File: src/rtl/ddr2_line_bridge.sv
// ddr2_line_bridge
// Turns 32-bit word requests into single-beat 128-bit line commands on the
// DDR2 MIG user interface. A one-line read buffer lets reads that land in the
// line fetched last complete without stalling. Writes are write-through with
// per-word byte masks and also patch the buffer when they hit it.
//
// Ports
//   clock_i, resetn_i        system clock, asynchronous active-low reset
//   en_i, we_i, addr_i, wd_i word request (held stable while stall_o=1)
//   rd_o, stall_o            read data / combinational stall
//   init_calib_complete_i    MIG calibration done
//   app_*                    MIG command, write-data and read-data channels
//
// state      | meaning
// INIT       | waiting for MIG calibration, stall follows en
// IDLE       | serve buffer hits, latch misses and writes
// RD_CMD     | read command presented to MIG
// RD_WAIT    | waiting for read line, then refill buffer
// WR         | write command and data presented, tracked independently
// DONE       | one cycle with stall=0 to consume the held request
module ddr2_line_bridge #(
    parameter int ADDR_WIDTH = 27
) (
    input  logic                  clock_i,
    input  logic                  resetn_i,
    input  logic                  en_i,
    input  logic                  we_i,
    input  logic [31:0]           addr_i,
    input  logic [31:0]           wd_i,
    output logic [31:0]           rd_o,
    output logic                  stall_o,
    input  logic                  init_calib_complete_i,
    output logic [ADDR_WIDTH-1:0] app_addr_o,
    output logic [2:0]            app_cmd_o,
    output logic                  app_en_o,
    input  logic                  app_rdy_i,
    output logic [127:0]          app_wdf_data_o,
    output logic [15:0]           app_wdf_mask_o,
    output logic                  app_wdf_wren_o,
    output logic                  app_wdf_end_o,
    input  logic                  app_wdf_rdy_i,
    input  logic [127:0]          app_rd_data_i,
    input  logic                  app_rd_data_valid_i
);

    localparam logic [2:0] ST_INIT    = 3'd0;
    localparam logic [2:0] ST_IDLE    = 3'd1;
    localparam logic [2:0] ST_RD_CMD  = 3'd2;
    localparam logic [2:0] ST_RD_WAIT = 3'd3;
    localparam logic [2:0] ST_WR      = 3'd4;
    localparam logic [2:0] ST_DONE    = 3'd5;

    logic [2:0]   state_q, state_d;
    logic         buf_valid_q, buf_valid_d;
    logic [29:0]  buf_tag_q, buf_tag_d;
    logic [127:0] buf_line_q, buf_line_d;
    logic [29:0]  req_tag_q, req_tag_d;
    logic [1:0]   req_k_q, req_k_d;
    logic [31:0]  req_wd_q, req_wd_d;
    logic         cmd_ok_q, cmd_ok_d;
    logic         dat_ok_q, dat_ok_d;

    logic         hit;
    logic         req_hit;
    logic [31:0]  buf_word;
    logic         cmd_done;
    logic         dat_done;

    assign hit      = buf_valid_q && (buf_tag_q == addr_i[31:2]);
    assign req_hit  = buf_valid_q && (buf_tag_q == req_tag_q);
    // read data follows the live address, not the latched one
    assign buf_word = buf_line_q[{addr_i[1:0], 5'b00000} +: 32];

    // MIG address unit is 16 bits, so a 16-byte line spans 8 units
    assign app_addr_o     = {req_tag_q[ADDR_WIDTH-4:0], 3'b000};
    assign app_cmd_o      = (state_q == ST_WR) ? 3'b000 : 3'b001;
    assign app_en_o       = (state_q == ST_RD_CMD) || ((state_q == ST_WR) && !cmd_ok_q);
    assign app_wdf_wren_o = (state_q == ST_WR) && !dat_ok_q;
    assign app_wdf_end_o  = app_wdf_wren_o;
    assign app_wdf_data_o = {4{req_wd_q}};
    assign app_wdf_mask_o = ~(16'h000F << {req_k_q, 2'b00});

    always_comb begin
        state_d     = state_q;
        buf_valid_d = buf_valid_q;
        buf_tag_d   = buf_tag_q;
        buf_line_d  = buf_line_q;
        req_tag_d   = req_tag_q;
        req_k_d     = req_k_q;
        req_wd_d    = req_wd_q;
        cmd_ok_d    = cmd_ok_q;
        dat_ok_d    = dat_ok_q;
        cmd_done    = cmd_ok_q || app_rdy_i;
        dat_done    = dat_ok_q || app_wdf_rdy_i;
        stall_o     = 1'b0;
        rd_o        = 32'h0;

        case (state_q)
            ST_INIT: begin
                stall_o = en_i;
                if (init_calib_complete_i) state_d = ST_IDLE;
            end
            ST_IDLE: begin
                rd_o = buf_word;
                if (en_i && (we_i || !hit)) begin
                    stall_o   = 1'b1;
                    req_tag_d = addr_i[31:2];
                    req_k_d   = addr_i[1:0];
                    req_wd_d  = wd_i;
                    cmd_ok_d  = 1'b0;
                    dat_ok_d  = 1'b0;
                    state_d   = we_i ? ST_WR : ST_RD_CMD;
                end
            end
            ST_RD_CMD: begin
                stall_o = 1'b1;
                if (app_rdy_i) state_d = ST_RD_WAIT;
            end
            ST_RD_WAIT: begin
                stall_o = 1'b1;
                if (app_rd_data_valid_i) begin
                    buf_line_d  = app_rd_data_i;
                    buf_tag_d   = req_tag_q;
                    buf_valid_d = 1'b1;
                    state_d     = ST_DONE;
                end
            end
            ST_WR: begin
                stall_o  = 1'b1;
                cmd_ok_d = cmd_done;
                dat_ok_d = dat_done;
                if (cmd_done && dat_done) begin
                    state_d = ST_DONE;
                    if (req_hit) buf_line_d[{req_k_q, 5'b00000} +: 32] = req_wd_q;
                end
            end
            ST_DONE: begin
                rd_o    = buf_word;
                state_d = ST_IDLE;
            end
            default: state_d = ST_INIT;
        endcase
    end

    always_ff @(posedge clock_i or negedge resetn_i) begin
        if (!resetn_i) begin
            state_q     <= ST_INIT;
            buf_valid_q <= 1'b0;
            buf_tag_q   <= '0;
            buf_line_q  <= '0;
            req_tag_q   <= '0;
            req_k_q     <= '0;
            req_wd_q    <= '0;
            cmd_ok_q    <= 1'b0;
            dat_ok_q    <= 1'b0;
        end else begin
            state_q     <= state_d;
            buf_valid_q <= buf_valid_d;
            buf_tag_q   <= buf_tag_d;
            buf_line_q  <= buf_line_d;
            req_tag_q   <= req_tag_d;
            req_k_q     <= req_k_d;
            req_wd_q    <= req_wd_d;
            cmd_ok_q    <= cmd_ok_d;
            dat_ok_q    <= dat_ok_d;
        end
    end

endmodule

File: config.mk
export PLATFORM = sky130hd
export DESIGN_NAME = ddr2_line_bridge
export DESIGN_NICKNAME = d
export VERILOG_FILES = /design/src/rtl/ddr2_line_bridge.sv
export SDC_FILE = /design/constraint.sdc
export NUM_CORES = 1
export LEC_CHECK = 0
export CORE_ASPECT_RATIO = 0.6
export CORE_MARGIN = 3
export CORE_UTILIZATION = 43
export CTS_CLUSTER_DIAMETER = 40
export DETAILED_ROUTE_END_ITERATION = 10
export HOLD_SLACK_MARGIN = 0.03
export PLACE_DENSITY = 0.78
export SYNTH_ARGS = -nofsm -noshare
export SYNTH_HDL_FRONTEND = slang
export SYNTH_SLANG_ARGS = --single-unit
export TNS_END_PERCENT = 50
File: constraint.sdc
create_clock -name clock_i -period 2 [get_ports clock_i]
set_input_delay 0.2 -clock clock_i [delete_from_list [all_inputs] [get_ports clock_i]]
set_output_delay 0.2 -clock clock_i [all_outputs]
set_load 0.02 [all_outputs]
== Yosys cells after proc, flatten, opt, wreduce, memory -nomap -nowiden ==
Cells that the tools add are included.

* Register bits after elaboration: 228
* Output and inout bits: 210

* Add/subtract/negate cells: 1
* Eq/ne operators: 13
* Shifts and indexed selects: 4
* Mux-type cells: 19
* Bitwise operators: 1
* Reductions and logical operators: 23

{| class="wikitable"
|+ Operators by type and width
! kind !! count
|-
| 2-to-1 mux 128 bit || 3
|-
| case mux 128 bit (2 select lines) || 1
|-
| bitwise mux 128 bit || 1
|-
| variable shift 32 x 9 -> 128 bit (first input constant) || 1
|-
| indexed part select 128 x 8 -> 32 bit || 1
|-
| indexed part select 32 x 9 -> 128 bit || 1
|-
| == test 30 bit || 2
|-
| 2-to-1 mux 32 bit || 1
|-
| 2-to-1 mux 3 bit || 6
|-
| case mux 3 bit (6 select lines) || 1
|-
| inverter 16 bit || 1
|-
| << shifter 4 x 4 -> 16 bit (first input constant) || 1
|-
| inequality test 2 bit (second input constant) || 5
|-
| negation 7 -> 9 bit || 1
|-
| == test 3 x 2 -> 1 bit (second input constant) || 2
|-
| == test 3 bit (second input constant) || 2
|-
| logical AND 1 bit || 6
|-
| AND reduction 2 bit || 3
|-
| AND reduction 5 bit || 1
|-
| logical OR 1 bit || 4
|-
| case mux 1 bit (2 select lines) || 2
|-
| AND reduction 4 bit || 1
|-
| nonzero test 2 bit || 2
|-
| == test 3 x 1 -> 1 bit (second input constant) || 1
|-
| 7 further kinds || 11
|}

== Logic depth before layout (Yosys ltp) ==
Gate-level depths: netlist (run 1).

* Depth after elaboration: 7
* Gate-level depth with buffers: 10
* Mapped depth without buffers: 8

== Worst setup path before layout (run 1) ==
Ideal clock, no wire load.

* Path kind: flip-flop to flip-flop
* From: register req_k_q[0]
* To: register buf_line_q[57]
* Library setup time: 94 ps
* Arrival time: 2076 ps
* Path slack: -170 ps
* Stages on the path, launching flop included: 10
* Buffers on the path: 2
* Cells stage by stage: dfrtp_1 > inv_1 > ha_1 > inv_1 > and3_1 > and3_1 > buf_1 > clkbuf_1 > a221oi_1 > a211oi_1

* Word-level cells in the longest chain between the ends: 6
* Elaborated cells on any way between the ends: 7
* Classes of those cells: add/sub (1); shift (2); mux (4)

{| class="wikitable"
|+ Ends and longest elaborated chain
! element !! line !! source
|-
| start, declared || 58 || <nowiki>logic [1:0] req_k_q, req_k_d;</nowiki>
|-
| start signal, assigned || 162 || <nowiki>req_k_q <= req_k_d;</nowiki>
|-
| negation 7 -> 9 bit (*) || 134 || <nowiki>if (req_hit) buf_line_d[{req_k_q, 5'b00000} +: 32] = req_wd_q;</nowiki>
|-
| indexed part select 32 x 9 -> 128 bit or variable shift 32 x 9 -> 128 bit (tied branches) || 134 ||
|-
| bitwise mux 128 bit (*) || 134 ||
|-
| 2-to-1 mux 128 bit (*) || 134 ||
|-
| 2-to-1 mux 128 bit (*) || 132 || <nowiki>if (cmd_done && dat_done) begin</nowiki>
|-
| case mux 128 bit (2 select lines) (*) || 98 || <nowiki>case (state_q)</nowiki>
|-
| end signal, assigned || 160 || <nowiki>buf_line_q <= buf_line_d;</nowiki>
|-
| end, declared || 56 || <nowiki>logic [127:0] buf_line_q, buf_line_d;</nowiki>
|}

Mark *: on every way between the ends. The rest lies on a longest branch, timed or not. The select of a mux whose other input is x is not followed.
A chain may end at the register's enable or synchronous reset.

== Worst setup path in the final report (run 1) ==
* From: register buf_tag_q[25]
* To: register buf_line_q[15]

* Word-level cells in the longest chain between the ends: 4

{| class="wikitable"
|+ Ends and longest elaborated chain
! element !! line !! source
|-
| start, declared || 55 || <nowiki>logic [29:0] buf_tag_q, buf_tag_d;</nowiki>
|-
| start signal, assigned || 159 || <nowiki>buf_tag_q <= buf_tag_d;</nowiki>
|-
| == test 30 bit || 70 || <nowiki>assign req_hit = buf_valid_q && (buf_tag_q == req_tag_q);</nowiki>
|-
| logical AND 1 bit || 70 ||
|-
| inequality test 2 bit (no line) || n/a ||
|-
| AND reduction 4 bit (no line) || n/a ||
|}

No other way between the ends.

==> flow_summary.ini, run 1 <==
[finish]
nets = 1689
drive_above_1_share_pct = 35.4
fill_cells = 2162
fin_util_pct = 66.2
syn_to_final_growth_pct = 49.3
design_area_sq_mm = 0.0194
diodes = 0

[placed_design]
pre_cts_slack_ns = -0.611
globalplace.congestion = 0.912
dpl_cell_area_sq_mm = 0.0175
io_buffers = 404
dp_hpwl_mm = 32.6

[timing]
setup_viol = 247
min_period_over_period_pct = 125
finalWorstSetupSlack_ns = -0.497
relSlewSlack_pct = 44.9
tightest_slew_ns = 0.827
max_freq_ghz = 0.400
period_minus_slack_ns = 2.50
hold_violations = 0
rsz0062_at_grt = yes
drv_slew = 0
hold_slack_ns = 0.205
fin_skew_ns = 0.0174

[power_and_ir_drop]
p_leak_uw = 0.00853
power_density_mw_per_mm2 = 1650
vdd_drop_max_uv = 1150

[setup_path]
crit_fanout = 5
critPathLaunchType = register
critPathCaptureType = register
slowest_delay_ns = 0.41
arrival_ns = 2.92
crit_family = simple AND/OR/NAND/NOR gates
path_class = register to register
cp_data_required_time_ns = 2.43
cp_num_buf_inv = 3
worstPathCellList = xnor2_2 -> nand4_1 -> nor4_4 -> buf_4 -> nand3_4 -> a21boi_4 -> buf_6 -> clkbuf_16 -> mux2_4
slowest_stage = dfrtp_1

[route]
postRouteAntennaNets = 0
drtIter0Drc = 819
vias_per_cell = 5.67
dr.pass1.iters = 5
wirelength_mm = 47.6
wl_per_cell_microns = 25.0
vias = 10786
drcViolationCount = 0

[yosys]
synth-compound-area-share_pct = 12.1
ys_seq_elements = 228
synth-simple-area-share_pct = 6.24
synthXorXnorAreaFrac_pct = 4.05
synthAdderAreaFrac_pct = 0.675
ys.flop_type = dfrtp_1
synthMuxAreaShare_pct = 21.3
syn_inst = 1103
yosys_warnings = 0
synth_cell_type_count = 46
synth_edf_count = 0
synth_area_sq_mm = 0.0130
syn_area_per_cell_sq_um = 11.8
synthArstFlopShare_pct = 100
synth_top_family_by_area = multiplexers
yosysSeqAreaShare_pct = 44.0

[clocking]
clock_sinks = 228
cts_buffers = 30
cts_tree = built
htree_levels = 1
clockRootBuffer = clkbuf_16
clk_pin_slew_ns = 0.06
clkLatencyLatePin_ns = 0.55
cts_buffer_depth = 3

[grt]
grtUsageMet3_pct = 6.06
grt.busiest_layer = met2
grt_pass1_wl_mm = 69.3
met1_usage_pct = 38.2
grt_pass1_vias = 11485
use_met2_pct = 44.6
grt_max_degree = 62
antenna_found_initial = 0
grt-ovfl-total = 0
grt_usage_pct = 27.5

[job]
max_cap_viol_count = 0

[run_status]
violations = negative setup slack
status = finished with violations

[die]
num_rows = 48
start_util_pct = 44.4
die_w_microns = 230
coreArea_sq_mm = 0.0292
fp.dieArea_sq_mm = 0.0324
ios = 410
die_h_microns = 141

[min_path]
hold_path_class = input port to asynchronous set/reset pin
==> metal layers <==
metal  share of wire (%)  wire [microns]
met5                   0               0
met4                 1.9             898
met3                 8.9            4230
met2                  47           22500
met1                  42           20000
==> worst paths after layout <==
kind	start	end	slack [ns]	depth (start not counted)
worst max-delay path	buf_tag_q[25]	buf_line_q[15]	-0.50	9
worst min-delay path	resetn_i	buf_tag_q[21]	0.21	2
worst max register to register	buf_tag_q[25]	buf_line_q[15]	-0.50	9
worst min register to register	buf_line_q[28]	buf_line_q[28]	0.50	1
max in group asynchronous	resetn_i	buf_line_q[53]	1.07	3
min in group clock_i	addr_i[1]	req_k_q[1]	0.21	3
==> state kept, by name (all words and copies together) (netlist names) <==
signal,flops
dat_ok_q,1
req_tag_q,30
buf_line_q,128
req_k_q,2
buf_tag_q,30
cmd_ok_q,1
state_q,3
req_wd_q,32
buf_valid_q,1
==> final cells by class <==
cell class | instances | area, sq um | share of cell area [%]
multi-input combinational | 623 | 6450 | 33.3
clock inverter | 11 | 103 | 0.530
clock buffer | 41 | 853 | 4.40
timing repair buffer | 560 | 5610 | 29.0
inverter | 39 | 149 | 0.768
tap | 400 | 500 | 2.58
sequential | 228 | 5710 | 29.5
==> power breakdown <==
part / internal [uW] / leakage [uW] / switching, uW / total (uW)
clock: 3110 / 0.000467 / 2100 / 5210
combinational: 9310 / 0.00541 / 8200 / 17500
sequential: 6930 / 0.00266 / 2350 / 9280
==> Yosys cell counts (2+ instances only) <==
cell type / n / share of area [%]
nor2b_1: 32 / 1.5
buf_1: 12 / 0.35
nand2b_1: 5 / 0.24
inv_1: 39 / 1.1
mux2i_1: 62 / 4.8
or2_2: 2 / 0.096
nor4_4: 2 / 0.33
a211oi_1: 32 / 1.9
xor2_1: 30 / 2.0
mux2_2: 116 / 10
buf_6: 3 / 0.26
o22ai_1: 2 / 0.096
a21oi_1: 4 / 0.15
mux4_2: 32 / 5.6
mux2_1: 10 / 0.87
a22o_1: 32 / 2.2
a221o_1: 32 / 2.5
and3_1: 2 / 0.096
clkbuf_1: 52 / 1.5
nand4_1: 12 / 0.58
nor2_1: 41 / 1.2
a221oi_1: 31 / 2.1
nor3_1: 3 / 0.12
dfrtp_1: 228 / 44
o221a_2: 31 / 2.7
o211ai_1: 2 / 0.12
nor4_1: 9 / 0.43
nand3_1: 3 / 0.12
ha_1: 7 / 0.67
o21ai_0: 3 / 0.12
xnor2_1: 30 / 2.0
buf_4: 138 / 8.0
buf_2: 12 / 0.46
and2_1: 3 / 0.14
nand2_1: 38 / 1.1
==> kinds of logic (layout without fill, tap and decap cells) <==
kind of cell | count (synthesis) | after routing
buf+inv | 256 | 651
mux | 220 | 220
simple gates | 156 | 156
other cells | 1 | 5
compound gates | 175 | 175
flops | 228 | 228
fa+ha+maj | 7 | 7
xor+xnor | 60 | 60
==> placed cells by master, fill, tap and decap left out, drive strengths merged, types with 7 or more instances in the layout <==
cell type	n
buf	185
a221oi	31
nor2b	32
mux2	126
nand4	12
clkdlybuf4s50	346
clkdlybuf4s15	7
dlymetal6s2s	9
dfrtp	228
nor2	41
a211oi	32
mux2i	62
nor4	11
xor2	30
a221o	32
a22o	32
mux4	32
clkbuf	48
o221a	31
ha	7
nand2	38
xnor2	30
inv	42
==> metrics by stage <==
stage	TNS [ns]	power (uW)	std cells
final	-75.59	32000	1902
after detailed placement	-102.45	25700	1828
after CTS	-74.06	31200	1897
after global placement	-95.11	25200	1828
after floorplan	-4.56	18900	1107
after global routing	-96.88	33500	1902
==> what timing repair did <==
| item | in CTS | in global routing |
|---|---|---|
| gates resized for setup | 217 | 112 |
| pin swaps | 15 | 20 |
| cloned | 2 | 6 |
| hold buffers | 1 | 0 |
| endpoints found under the hold margin | 60 | 0 |
| buffers inserted | 14 | 3 |
| setup endpoints to repair | 290 | 354 |
Note: power is estimated with default switching activity, not from simulation.
==> inputs of run 2 (changes only) <==
- CORE_MARGIN: 3 -> not set
==> flow_summary.ini, run 2 (synthesis results as in run 1) <==
[run_status]
status = finished with violations
violations = negative setup slack

[finish]
fin_util_pct = 68.3
layout_commonest_cell = clkdlybuf4s50_1
design_area_sq_mm = 0.0199
multi_input_area_sq_mm = 0.00657
regMostFlops = buf_line_q
register_area_sq_mm = 0.00572
nets = 1700
fill_cells = 2104
largestRegisters = buf_line_q x128, req_wd_q x32
final_cell_mix = 344 x clkdlybuf4s50_1, 214 x dfrtp_1, 114 x buf_4, 94 x mux2_2, 62 x mux2i_1
syn_to_final_growth_pct = 53.6
drive_above_1_share_pct = 38.2
largest_reg_flops = 128
diodes = 0

[setup_path]
arrival_ns = 3.03
r2r_cells = 10
crit_fanout = 7
path_class = register to register
critPathCaptureType = register
cp_data_required_time_ns = 2.45
critPathLaunchType = register

[clocking]
clock_sinks = 228
clockRootBuffer = clkbuf_16
cts_tree = built
htree_levels = 1
clk_pin_slew_ns = 0.06
clkLatencyLatePin_ns = 0.57
cts_buffers = 30
cts_buffer_depth = 3

[route]
dr.pass1.iters = 5
vias_per_cell = 5.72
vias = 10968
drcViolationCount = 0
wl_per_cell_microns = 25.3
wirelength_mm = 48.4
drtIter0Drc = 883
postRouteAntennaNets = 0

[timing]
fin_setup_tns_ns = -88.99
tightest_slew_ns = 0.529
period_minus_slack_ns = 2.57
relSlewSlack_pct = 64.7
max_freq_ghz = 0.389
rsz0062_at_grt = yes
drv_slew = 0
hold_violations = 0
min_period_over_period_pct = 129
fin_skew_ns = 0.0139
finalWorstSetupSlack_ns = -0.574
setup_viol = 218

[placed_design]
globalplace.congestion = 0.853
pre_cts_slack_ns = -0.759
dpl_cell_area_sq_mm = 0.0175
io_buffers = 404
dp_hpwl_mm = 30.9

[min_path]
hold_path_class = input port to asynchronous set/reset pin

[die]
start_util_pct = 44.5
ios = 410
num_rows = 48
coreArea_sq_mm = 0.0292
die_h_microns = 137
die_w_microns = 226
fp.dieArea_sq_mm = 0.0309

[grt]
grt_max_degree = 62
grt_usage_pct = 30.2
antenna_found_initial = 0
grt_pass1_wl_mm = 69.4
grt_pass1_vias = 11081
grt-ovfl-total = 0

[power_and_ir_drop]
finalPower_uw = 32900
p_leak_uw = 0.00878
power_density_mw_per_mm2 = 1650
vdd_drop_max_uv = 1010

[job]
max_cap_viol_count = 0
[run 2: stage by stage]
step,instances,hold slack (ns)
floorplan,1107,-0.0956
CTS,1910,0.174
global route,1916,0.169
detailed placement,1820,0.183
finish,1916,0.155
global placement,1820,0.171
[run 2: timing repair]
item / CTS / global route
hold buffers: 1 / 0
cloned: 10 / 5
endpoints found under the setup margin: 289 / 358
pin swaps: 39 / 20
resized for setup: 284 / 126
endpoints found under the hold margin: 133 / 0
setup buffers: 26 / 5
[run 2: worst paths after layout]
kind,end,from,slack (ns)
max in group asynchronous,req_wd_q[5],resetn_i,1.16
max,buf_line_q[112],buf_tag_q[11],-0.57
max reg2reg,buf_line_q[112],buf_tag_q[11],-0.57
min,buf_tag_q[24],resetn_i,0.15
min in group clock_i,req_k_q[1],addr_i[1],0.18
min reg2reg,buf_line_q[3],buf_line_q[3],0.49
[run 2: cell type report]
cell class,count,share of cell area [%]
Clock buffer,33,3.93
Inverter,39,0.747
Tap cell,400,2.51
Timing Repair Buffer,571,29.9
Multi-Input combinational cell,623,33.0
Clock inverter,22,1.24
Sequential cell,228,28.7
[run 2: worst max-delay path, cell delays in order (launching register included)]
cell     delay [ns]
dfrtp_1        0.38
buf_4          0.14
xnor2_2        0.15
nand4_1        0.26
nor4_4         0.39
buf_4          0.20
nand4_1        0.17
buf_6          0.21
buf_12         0.14
a221o_1        0.27
o221a_2        0.13
[run 2: report_power, final]
group          total [uW]  switching [uW]  internal (uW)
combinational       17900            8270           9640
sequential           9370            2420           6950
clock                5580            2320           3270
total               32900           13000          19900
[run 2: layer usage]
layer	vias to the layer above	part of all wire [%]	global-route usage [%]
li1	4705	-	-
met1	5616	43	41.3
met2	551	46	47.4
met3	96	8.5	7.66
met4	0	2.9	9.05
met5	-	0	0
